### config.mk
export PLATFORM = sky130hd
export DESIGN_NAME = m_store_narrow_flat
export DESIGN_NICKNAME = d
export VERILOG_FILES = /design/src/rtl/m_store_narrow_if.sv /design/src/rtl/m_store_narrow.sv /design/src/flat_wrapper.sv
export SDC_FILE = /design/constraint.sdc
export NUM_CORES = 1
export LEC_CHECK = 0
export BUFFER_PORTS_ARGS = -buffer_cell sky130_fd_sc_hd__buf_2
export CORE_ASPECT_RATIO = 1.5
export CORE_MARGIN = 10
export CORE_UTILIZATION = 40
export DETAILED_ROUTE_END_ITERATION = 12
export PLACE_DENSITY = 0.77
export SYNTH_ARGS = -nofsm -noshare
export SYNTH_HDL_FRONTEND = slang
export SYNTH_SLANG_ARGS = --single-unit
### constraint.sdc
create_clock -name clk -period 2.1 [get_ports clk]
set_input_delay 0 -clock clk [delete_from_list [all_inputs] [get_ports clk]]
set_output_delay 0 -clock clk [all_outputs]
set_load 0.02 [all_outputs]
### src/rtl/m_store_narrow_if.sv
`timescale 1ns/1ps
// Data-bus bridge write channel between the M-stage store unit and the system bridge.
// Latency: none, wires only; the store unit registers every field it drives.
// Backpressure: bus_req is held with stable fields until the bridge answers with bus_ack.
interface m_store_narrow_if;
    logic        bus_req;
    logic [31:0] bus_addr;
    logic [3:0]  bus_byteen;
    logic [31:0] bus_wdata;
    logic        bus_ack;

    modport master (
        output bus_req,
        output bus_addr,
        output bus_byteen,
        output bus_wdata,
        input  bus_ack
    );

    modport slave (
        input  bus_req,
        input  bus_addr,
        input  bus_byteen,
        input  bus_wdata,
        output bus_ack
    );
endinterface

### src/rtl/m_store_narrow.sv
`timescale 1ns/1ps
// M-stage store unit: narrows sb/sh/sw data onto byte lanes and runs one req/ack bus write.
// Latency: req the cycle after capture; done (or bus_err on TIMEOUT) one cycle after the ack edge.
// Backpressure: stall holds F/D/E/M from capture until the retire cycle. Option: STORE_ALIGN_CHK_EN.
module m_store_narrow #(
    parameter int TIMEOUT = 255
) (
    input  logic                   clk,
    input  logic                   reset,
    input  logic                   valid,
    input  logic [1:0]             StoreOp,
    input  logic [31:0]            addr,
    input  logic [31:0]            wdata,
    m_store_narrow_if.master       bus,
    output logic                   stall,
    output logic                   done,
    output logic                   bus_err,
    output logic                   exc
);

    typedef enum logic [1:0] {
        IDLE = 2'd0,
        WAIT = 2'd1,
        DONE = 2'd2
    } state_t;

    localparam logic [7:0] TO_LAST = 8'(TIMEOUT - 1);

    state_t      state;
    state_t      state_nxt;
    logic        live;
    logic        start;
    logic        ack_hit;
    logic        to_hit;
    logic [7:0]  cnt;
    logic [3:0]  lane_be;
    logic [31:0] lane_dat;
    logic [31:0] addr_q;
    logic [3:0]  be_q;
    logic [31:0] dat_q;
    logic        done_q;
    logic        err_q;

    // Reset also masks the instruction so stall/exc read 0 while reset is held.
    assign live = valid & reset;

`ifdef STORE_ALIGN_CHK_EN
    logic misalign;

    // Halfword on an odd byte or word off a word boundary raises AdES instead of writing.
    always_comb begin
        misalign = 1'b0;
        if (StoreOp == 2'b10)
            misalign = addr[0];
        else if (StoreOp == 2'b11)
            misalign = (addr[1:0] != 2'b00);
    end

    assign exc = live & (state == IDLE) & misalign;
`else
    assign exc = 1'b0;
`endif

    // Lane map: replicate the narrow value across the word, enable only the addressed lanes.
    always_comb begin
        lane_be  = 4'b0000;
        lane_dat = 32'h0;
        case (StoreOp)
            2'b01: begin
                lane_be  = 4'b0001 << addr[1:0];
                lane_dat = {4{wdata[7:0]}};
            end
            2'b10: begin
                lane_be  = addr[1] ? 4'b1100 : 4'b0011;
                lane_dat = {2{wdata[15:0]}};
            end
            2'b11: begin
                lane_be  = 4'b1111;
                lane_dat = wdata;
            end
            default: begin
                lane_be  = 4'b0000;
                lane_dat = 32'h0;
            end
        endcase
    end

    // Next state: capture in IDLE, wait for ack (which beats a same-cycle timeout), retire once.
    always_comb begin
        state_nxt = state;
        start     = 1'b0;
        ack_hit   = 1'b0;
        to_hit    = 1'b0;
        case (state)
            IDLE: begin
                if (live && (StoreOp != 2'b00) && !exc) begin
                    start     = 1'b1;
                    state_nxt = WAIT;
                end
            end
            WAIT: begin
                if (bus.bus_ack) begin
                    ack_hit   = 1'b1;
                    state_nxt = DONE;
                end else if (cnt == TO_LAST) begin
                    to_hit    = 1'b1;
                    state_nxt = DONE;
                end
            end
            DONE: begin
                state_nxt = IDLE;
            end
            default: begin
                state_nxt = IDLE;
            end
        endcase
    end

    // State register; async reset abandons any outstanding write.
    always_ff @(posedge clk or negedge reset) begin
        if (!reset)
            state <= IDLE;
        else
            state <= state_nxt;
    end

    // Bus fields, wait counter and retire pulses; fields change only on capture and clear on retire.
    always_ff @(posedge clk or negedge reset) begin
        if (!reset) begin
            cnt    <= 8'd0;
            addr_q <= 32'h0;
            be_q   <= 4'b0000;
            dat_q  <= 32'h0;
            done_q <= 1'b0;
            err_q  <= 1'b0;
        end else begin
            done_q <= ack_hit;
            err_q  <= to_hit;
            if (start) begin
                cnt    <= 8'd0;
                addr_q <= {addr[31:2], 2'b00};
                be_q   <= lane_be;
                dat_q  <= lane_dat;
            end else if (ack_hit || to_hit) begin
                cnt    <= 8'd0;
                addr_q <= 32'h0;
                be_q   <= 4'b0000;
                dat_q  <= 32'h0;
            end else if (state == WAIT) begin
                cnt    <= cnt + 8'd1;
            end
        end
    end

    // Request is decoded straight from state so an async reset drops it immediately.
    assign bus.bus_req    = (state == WAIT);
    assign bus.bus_addr   = addr_q;
    assign bus.bus_byteen = be_q;
    assign bus.bus_wdata  = dat_q;
    assign stall          = start | (state == WAIT);
    assign done           = done_q;
    assign bus_err        = err_q;

endmodule

### src/flat_wrapper.sv
// flat-port wrapper written by rule: the top's interface ports become plain ports
module m_store_narrow_flat 
#(
    parameter int TIMEOUT = 255
)
  (clk, reset, valid, StoreOp, addr, wdata, stall, done, bus_err, exc, bus_bus_req, bus_bus_addr, bus_bus_byteen, bus_bus_wdata, bus_bus_ack);
  m_store_narrow_if bus_i ();
  input  logic clk;
  input  logic reset;
  input  logic valid;
  input  logic [1:0] StoreOp;
  input  logic [31:0] addr;
  input  logic [31:0] wdata;
  output logic stall;
  output logic done;
  output logic bus_err;
  output logic exc;
  output wire logic [$bits(bus_i.bus_req)-1:0] bus_bus_req;
  output wire logic [$bits(bus_i.bus_addr)-1:0] bus_bus_addr;
  output wire logic [$bits(bus_i.bus_byteen)-1:0] bus_bus_byteen;
  output wire logic [$bits(bus_i.bus_wdata)-1:0] bus_bus_wdata;
  input wire logic [$bits(bus_i.bus_ack)-1:0] bus_bus_ack;
  assign bus_bus_req = bus_i.bus_req;
  assign bus_bus_addr = bus_i.bus_addr;
  assign bus_bus_byteen = bus_i.bus_byteen;
  assign bus_bus_wdata = bus_i.bus_wdata;
  assign bus_i.bus_ack = bus_bus_ack;
  m_store_narrow #(.TIMEOUT(TIMEOUT)) u_core (.clk(clk), .reset(reset), .valid(valid), .StoreOp(StoreOp), .addr(addr), .wdata(wdata), .bus(bus_i), .stall(stall), .done(done), .bus_err(bus_err), .exc(exc));
endmodule
; Yosys cells after proc, flatten, opt, wreduce, memory -nomap -nowiden
; Cells that the tools add are included.
; W data, S select, Z words.
[totals]
ff_bits = 80
input_bits = 70
output_inout_bits = 73
wordCells = 47
[classes]
n_addsub = 1
eq_ne = 7
shifts = 1
n_mux = 22
bitwise_logic = 2
reduce_logical = 7
[op_table]
columns = cell, n
row1 = $mux W32, 3
row2 = $pmux W32 S3, 1
row3 = $mux W8, 3
row4 = $mux W4, 3
row5 = $pmux W4 S3, 1
row6 = $add A8 B1 Y8 const B, 1
row7 = $eq A8 B8 Y1 const B, 1
row8 = $mux W1, 7
row9 = $mux W2, 3
row10 = $eq A2 B1 Y1 const B, 2
row11 = $eq A2 B2 Y1 const B, 2
row12 = $pmux W2 S2, 1
row13 = $reduce_bool A2 Y1, 2
row14 = $shl A1 B2 Y4 const A, 1
row15 = $ne A3 B1 Y1 const B, 1
row16 = $reduce_bool A3 Y1, 1
row17 = $logic_not A2 Y1, 1
row18 = $ne A2 B1 Y1 const B, 1
row19 = $reduce_and A2 Y1, 1
row20 = $and A1 B1 Y1, 1
row21 = $logic_and A1 B1 Y1, 1
row22 = $logic_or A1 B1 Y1, 1
row23 = $or A1 B1 Y1, 1

; Longest topological paths before layout
; Gate-level depths: netlist of the first run.
[depth]
depth_word = 7
depth_mapped = 8
mapped_depth_nobuf = 5

; Worst setup path after synthesis of the first run
; OpenSTA, ideal clock, no wires.
[synth_path]
kind = register -> register
startpoint = reg u_core.cnt[2]
endpoint = reg u_core.dat_q[12] (netlist: u_core.bus.bus_wdata[12])
setup_time_ps = 79
arrival_time_ps = 1409
required_ps = 2021
slack_ps = 612
path_stages_with_launch = 7
n_path_buf = 2
period_less_slack_ps = 1488
path_cell_list = dfrtp_1 and4_1 a41o_1 a21oi_4 buf_6 buf_6 o2bb2ai_1
[synth_via]
elab_chain_len = 6
[synth_lines]
columns = item, line_no
row1 = "start, declared", m_store_narrow.sv:35  ; logic [7:0] cnt;
row2 = "start signal, assigned", m_store_narrow.sv:150  ; cnt <= cnt + 8'd1;
row3 = $eq A8 B8 Y1, m_store_narrow.sv:105  ; end else if (cnt == TO_LAST) begin
row4 = $mux W1, m_store_narrow.sv:105
row5 = $mux W1, m_store_narrow.sv:102  ; if (bus.bus_ack) begin
row6 = $mux W1, m_store_narrow.sv:94  ; case (state)
row7 = $logic_or A1 B1 Y1, m_store_narrow.sv:144  ; end else if (ack_hit || to_hit) begin
row8 = $reduce_bool A2 Y1 (no source line), n/a
row9 = "end signal, assigned", m_store_narrow.sv:143  ; dat_q <= lane_dat;
row10 = "end, declared", m_store_narrow.sv:40  ; logic [31:0] dat_q;
; No other way between the ends.
; A chain may end at the register's enable or synchronous reset.

; Worst setup path after layout of the first run
[layout_path]
startpoint = reg u_core.cnt[2]
endpoint = reg u_core.cnt[7]
[layout_via]
elab_chain_len = 7
elab_cells_between_ends = 10
classes_between = 1 x add/sub / 1 x eq/ne / 6 x mux / 2 x reduce/logical
[layout_lines]
columns = item
row1 = branches (longest 7 deep; another with $add A8 B1 Y8)
; Several ways; the timed one is not identified. The select of a mux whose other input is x is not followed.

==> run metrics, run 1 <==
CTS tree=built; dpl cells=490; I/O pins=143; GRT Resource Usage Total=18.4%; Psw=1.64 mW; ANT nets after route=0; initial antenna violation count=3; Reg clk slew, reported paths=60 ps; multi-input logic area=1250 um^2; Syn Inst Count=262; Worst Setup Path Type=reg2reg; Initial DRC Count=158; relative slew slack=34.9%; max_cap viols=0; Initial Utilization=41.4%; Remaining DRCs=0; maximum VDD drop=0.585 mV; synth top area cells=dfrtp_1 (58%), a22o_1 (10%), o2bb2ai_1 (6.3%); Synth Cell Area=3360 um^2; fin crit period=1700 ps; Synth Flop Type=dfrtp_1; Clock Tree Buf Depth=2; WL final=11,500 um; WHS=9.82 ps; Worst Setup End Kind=flop; grt total ovfl=0; Core ar.=8110 um^2; clock share of power=35.4%; status=finished, final reports clean; first-pass GRT wire length=17,800 um; Post-synth EDFFs=0; register area share after synthesis=58.1%; Yosys top cell area share=58.1%; post-synthesis register bit count=78; area grow syn2layout=49.4%; Clock Skew=7.07 ps; gpl congestion=0.872; Slew Limit Fails=0; Crit path arrival time=1960 ps; cell leakage power=2.59 nW; Power Dens Cells=1030 nW/um^2; Core Rows=40; TritonCTS Buffers=9; Port Buffers=139; Final Cycle Share=80.8%; Fin Setup TNS=0 ps; Placed Area=4110 um^2; die area=12,500 um^2; RSZ-0062 raised after global routing=no; Flop pwr share=38.2%; Logic pwr share=26.4%; Die Span Y=132 um; startpoint types=flop; share of layout cells above drive strength 1=38.0%; Avg Inst Size Synth=12.8 um^2; P_int=3.55 mW; clock sinks=78; Setup violations, final=0; Worst Max-Slew Pin Slew=977 ps; max frequency=0.589 GHz; Post-DP HPWL=7410 um; Hold Crit Class=in2reg; number of global-route vias before repair=3,287; Yosys cell types=33; final hold viol count=0; final instance area=5020 um^2; Ys Warns=0; CTS Root Cell=clkbuf_16; drt first pass iters=5; cell taking the most area after synthesis=dfrtp_1; final std cells w/o fill=563; largest net degree at the start of global routing=79; worst endpoint required time=2360 ps; Skew-Pair Late Insertion Delay=340 ps; H-tree Lvls=3; Net Sw Frac=31.5%; vias per inst=5.45; register area=1950 um^2; CP Max Fanout=20; WL/cell=20.4 um; Final Net Count=522; vias=3,070; Async SR Flop Fraction=100%; fill count=656; Die W=94.8 um; R2R Setup Slk=400 ps
## logic make-up after synthesis
family	share of synthesized area (%)
buffers and inverters	4.96
xor gates and xnor gates	1.30
adders and majority gates	0.745
muxes	5.07
other	0.112
AOI/OAI and AO/OA	24.9
and+or+nand+nor	4.84
DFF	58.1
## path summary, 6_finish.rpt
kind	startpoint	endpoint	cells after the start
max	u_core.cnt[2]	u_core.cnt[7]	5
min	wdata[12]	u_core.bus.bus_wdata[12]	3
max reg2reg	u_core.cnt[2]	u_core.cnt[7]	5
min reg2reg	u_core.bus.bus_wdata[12]	u_core.bus.bus_wdata[12]	1
max in group asynchronous	reset	u_core.bus.bus_addr[13]	3
min in group asynchronous	reset	u_core.bus_err	3
## flip-flops by register name, indices dropped and copies added (netlist names)
register,count
u_core.bus_err,1
u_core.bus.bus_wdata,32
u_core.bus.bus_addr,30
u_core.bus.bus_byteen,4
u_core.done,1
u_core.state,2
u_core.cnt,8
## power by group through the flow
| stage | logic (mW) | registers, mW | clock network, mW |
|---|---|---|---|
| after floorplan | 0.435 | 2.31 | 0 |
| after global routing | 1.47 | 2.01 | 1.92 |
| after global placement | 1.27 | 1.98 | 0 |
| final | 1.37 | 1.98 | 1.83 |
| after CTS | 1.38 | 1.98 | 1.86 |
| after detailed placement | 1.29 | 1.99 | 0 |
## metrics by stage
stage	utilization (%)	total power [mW]	setup slack, ps
global route	61.9	5.40	300
global placement	50.7	3.25	493
finish	61.9	5.19	403
CTS	61.8	5.21	413
detailed placement	50.7	3.29	427
floorplan	-	2.74	612
## cell type report
type                            count  share of cell area (%)
Clock buffer                       10                    4.76
Timing Repair Buffer              200                    26.0
Tap cell                          105                    2.62
Clock inverter                      6                    2.29
Inverter                            5                   0.374
Multi-Input combinational cell    156                    24.9
Antenna cell                        3                   0.150
Sequential cell                    78                    38.9
## Yosys cell counts, types with 2 or more instances
library cell  number
a21o_1             2
a21oi_1            2
a22o_1            40
a22oi_1           16
and2_1             4
and4_1             2
and4b_1            2
buf_2              4
buf_4              3
buf_6              5
clkbuf_1          13
dfrtp_1           78
ha_1               2
inv_1              5
mux2_2             8
mux2i_1            8
nand2_1            8
nand3_1            3
nor3_1             5
o2111ai_1          2
o211ai_1           2
o21ai_0            9
o2bb2ai_1         24
or3_1              2
xor2_1             5
## per-layer routing
layer | GRT usage, % | routed length, um | vias to the layer above
met4 | 14.5 | 611 | 0
met2 | 30.6 | 6060 | 153
met5 | 0 | 0 | -
met3 | 4.22 | 752 | 42
met1 | 18.9 | 4060 | 1503
li1 | - | - | 1372
## cells in the final DEF, fill, tap and decap left out, drive strengths merged, types with 8 or more instances in the layout
cell type and n:
o21ai 9, a22o 40, a22oi 16, mux2i 8, o2bb2ai 24, clkbuf 10
nand2 8, mux2 8, dlygate4sd3 54, dfrtp 78, buf 146
## critical path, cell delays in order, from the launching register on
cell,delay [ps]
dfrtp_1,420
and4_1,240
a41o_1,300
a21oi_4,190
buf_4,270
a21boi_0,190
## repair_timing
action,in CTS,in global routing
gates resized for setup,0,0
setup buffers,0,0
setup endpoints to repair,0,0
endpoints found under the hold margin,132,0
hold buffers,54,0
Power figures use the tool's default switching activity.
==> inputs of run 2 (changes only) <==
--- a/config.mk
+++ b/config.mk
@@ -10,7 +10,7 @@
 export CORE_MARGIN = 10
 export CORE_UTILIZATION = 40
 export DETAILED_ROUTE_END_ITERATION = 12
-export PLACE_DENSITY = 0.77
+export PLACE_DENSITY = 0.8
 export SYNTH_ARGS = -nofsm -noshare
 export SYNTH_HDL_FRONTEND = slang
 export SYNTH_SLANG_ARGS = --single-unit
==> constraint.sdc (replaced) <==
create_clock -name clk -period 1.46 [get_ports clk]
set_input_delay 0 -clock clk [delete_from_list [all_inputs] [get_ports clk]]
set_output_delay 0 -clock clk [all_outputs]
set_load 0.02 [all_outputs]
==> run metrics, run 2 (same netlist as run 1, synthesis figures left out) <==
Fin Setup TNS=-6020 ps (-6020 ps); share of layout cells above drive strength 1=47.7% (+9.6 points); total power=7.47 mW (+44%); Post-DP HPWL=7640 um (+3.1%); vias=3,189 (+3.9%); R2R Setup Slk=-120 ps (-530 ps); max reg flops=32 (unchanged); WP buf/inv=2 (+1); H-tree Lvls=3 (unchanged); initial antenna violation count=2 (-1); Hold Crit Class=in2reg; WL/cell=21.8 um (+7.1%); Die Span Y=132 um (unchanged); most frequent cells in the layout=buf_2 (138), dfrtp_1 (78), dlygate4sd3_1 (47); cell breakdown of the critical path=and4_4, a41o_1, a21oi_4, buf_6, clkbuf_16, a22o_1; Initial DRC Count=292 (+85%); gpl congestion=0.836 (-4.0%); first-pass GRT wire length=18,400 um (+3.2%); Port Buffers=139 (unchanged); Worst Setup Path Type=reg2reg; drt first pass iters=5 (unchanged); I/O pins=143 (unchanged); final hold viol count=0 (unchanged); Core Rows=40 (unchanged); Core ar.=8110 um^2 (unchanged); fin crit period=1580 ps (-114 ps); max_cap viols=0 (unchanged); area grow syn2layout=59.3%; ANT nets after route=0 (unchanged); status=finished, violations left; worst endpoint required time=1680 ps (-680 ps); die area=12,500 um^2 (unchanged); startpoint types=flop; Clock Tree Buf Depth=2 (unchanged); commonest non-fill, non-tap cell in the layout=buf_2; number of global-route vias before repair=3,377 (+2.7%); Remaining DRCs=0 (unchanged); Crit path arrival time=1810 ps (-150 ps); Power Dens Cells=1400 nW/um^2 (+35%); RSZ-0062 raised after global routing=yes; Skew-Pair Late Insertion Delay=330 ps (about the same); Initial Utilization=41.4% (unchanged); WL final=12,600 um (+9.7%); grt total ovfl=0 (unchanged); Slowest cell on crit path=dfrtp_1; clock sinks=78 (unchanged); failing checks=setup timing; Setup violations, final=69 (+69); max frequency=0.632 GHz (+7.2%); GRT Resource Usage Total=18.8% (+0.46 points); Final Net Count=537 (+2.9%); Slew Limit Fails=0 (unchanged); Worst Setup End Kind=flop; Final Util=66.0% (+4.1 points); vias per inst=5.53 (+1.4%); worst setup slack after layout=-123 ps (-526 ps); CTS tree=built; Clock Skew=6.01 ps (-1.06 ps); Reg clk slew, reported paths=60 ps (about the same); fill count=629 (-4.1%); CTS Root Cell=clkbuf_16; maximum VDD drop=0.901 mV (+54%); Worst Max-Slew Pin Slew=1150 ps (+170 ps); Die W=94.8 um (unchanged); Final Cycle Share=108% (+28 points); cell leakage power=2.72 nW (+5.0%); TritonCTS Buffers=9 (unchanged); Largest stage delay, worst path=400 ps (-20 ps); relative slew slack=23.4% (-11 points); CP Max Fanout=12 (-40%); largest net degree at the start of global routing=79 (unchanged); CP delay by family, top=compound AO/OA/AOI/OAI gates
run 2: cell types whose count changed in the layout (fill, tap and decap cells not counted), moves of 2 or more:
| cell | change |
|---|---|
| o2bb2ai_1 | -18 |
| o2bb2ai_2 | +18 |
| buf_4 | +10 |
| dlygate4sd3_1 | -7 |
| buf_6 | +5 |
| clkbuf_16 | +4 |
| o21ai_0 | -4 |
| o21ai_2 | +4 |
| bufinv_16 | -2 |
| ha_1 | -2 |
| inv_6 | -2 |
run 2: final timing paths:
kind	end	from	cells after the start
max in group asynchronous	u_core.bus.bus_addr[22]	reset	3
worst min-delay path	u_core.bus.bus_wdata[23]	wdata[23]	3
worst max-delay path	u_core.bus.bus_addr[3]	u_core.cnt[5]	6
min in group asynchronous	u_core.bus_err	reset	3
worst max register to register	u_core.bus.bus_addr[3]	u_core.cnt[5]	6
worst min register to register	u_core.bus.bus_byteen[3]	u_core.bus.bus_byteen[3]	1
run 2: tightest hold or removal path, stage by stage:
cell	delay, ps
buf_2	90
mux2i_1	70
o2bb2ai_1	150
run 2: area by class of cell:
type	instances	area (um^2)	share of cell area (%)
sequential	78	1950	36.5
timing repair buffer	215	1530	28.6
multi-input combinational	156	1410	26.4
clock buffer	11	243	4.54
tap	105	131	2.46
clock inverter	5	58.8	1.10
inverter	5	18.8	0.351
antenna	2	5.00	0.0935
run 2: what timing repair did:
item / CTS / global route
endpoints found under the setup margin: 67 / 74
hold buffers: 47 / 0
resized for setup: 5 / 37
gates cloned: 1 / 4
pin swaps: 0 / 11
hold endpoints to repair: 125 / 0
setup buffers: 3 / 4
run 2: metrics by stage:
stage / instance area (um^2) / setup WS (ps) / hold slack (ps) / std cells
3_3_place_gp: 4200 / -82.3 / 214 / 500
3_5_place_dp: 4200 / -92.4 / 227 / 500
4_1_cts: 5030 / -96.0 / 1.79 / 567
2_1_floorplan: 3370 / 13.3 / -296 / 264
5_1_grt: 5350 / -175 / 24.4 / 577
6_report: 5350 / -123 / 10.8 / 577
run 2: metal layers:
metal,vias to the layer above,wire length (um),GRT usage [%]
met3,29,798,4.28
li1,1404,-,-
met1,1616,4540,20.7
met5,-,0,0
met2,140,6880,32.1
met4,0,387,10.3
run 2: power by group:
part / switching (mW) / total, mW / internal (mW)
registers: 0.288 / 2.87 / 2.58
clock network: 0.890 / 2.26 / 1.37
logic: 1.31 / 2.34 / 1.03
total: 2.49 / 7.47 / 4.98
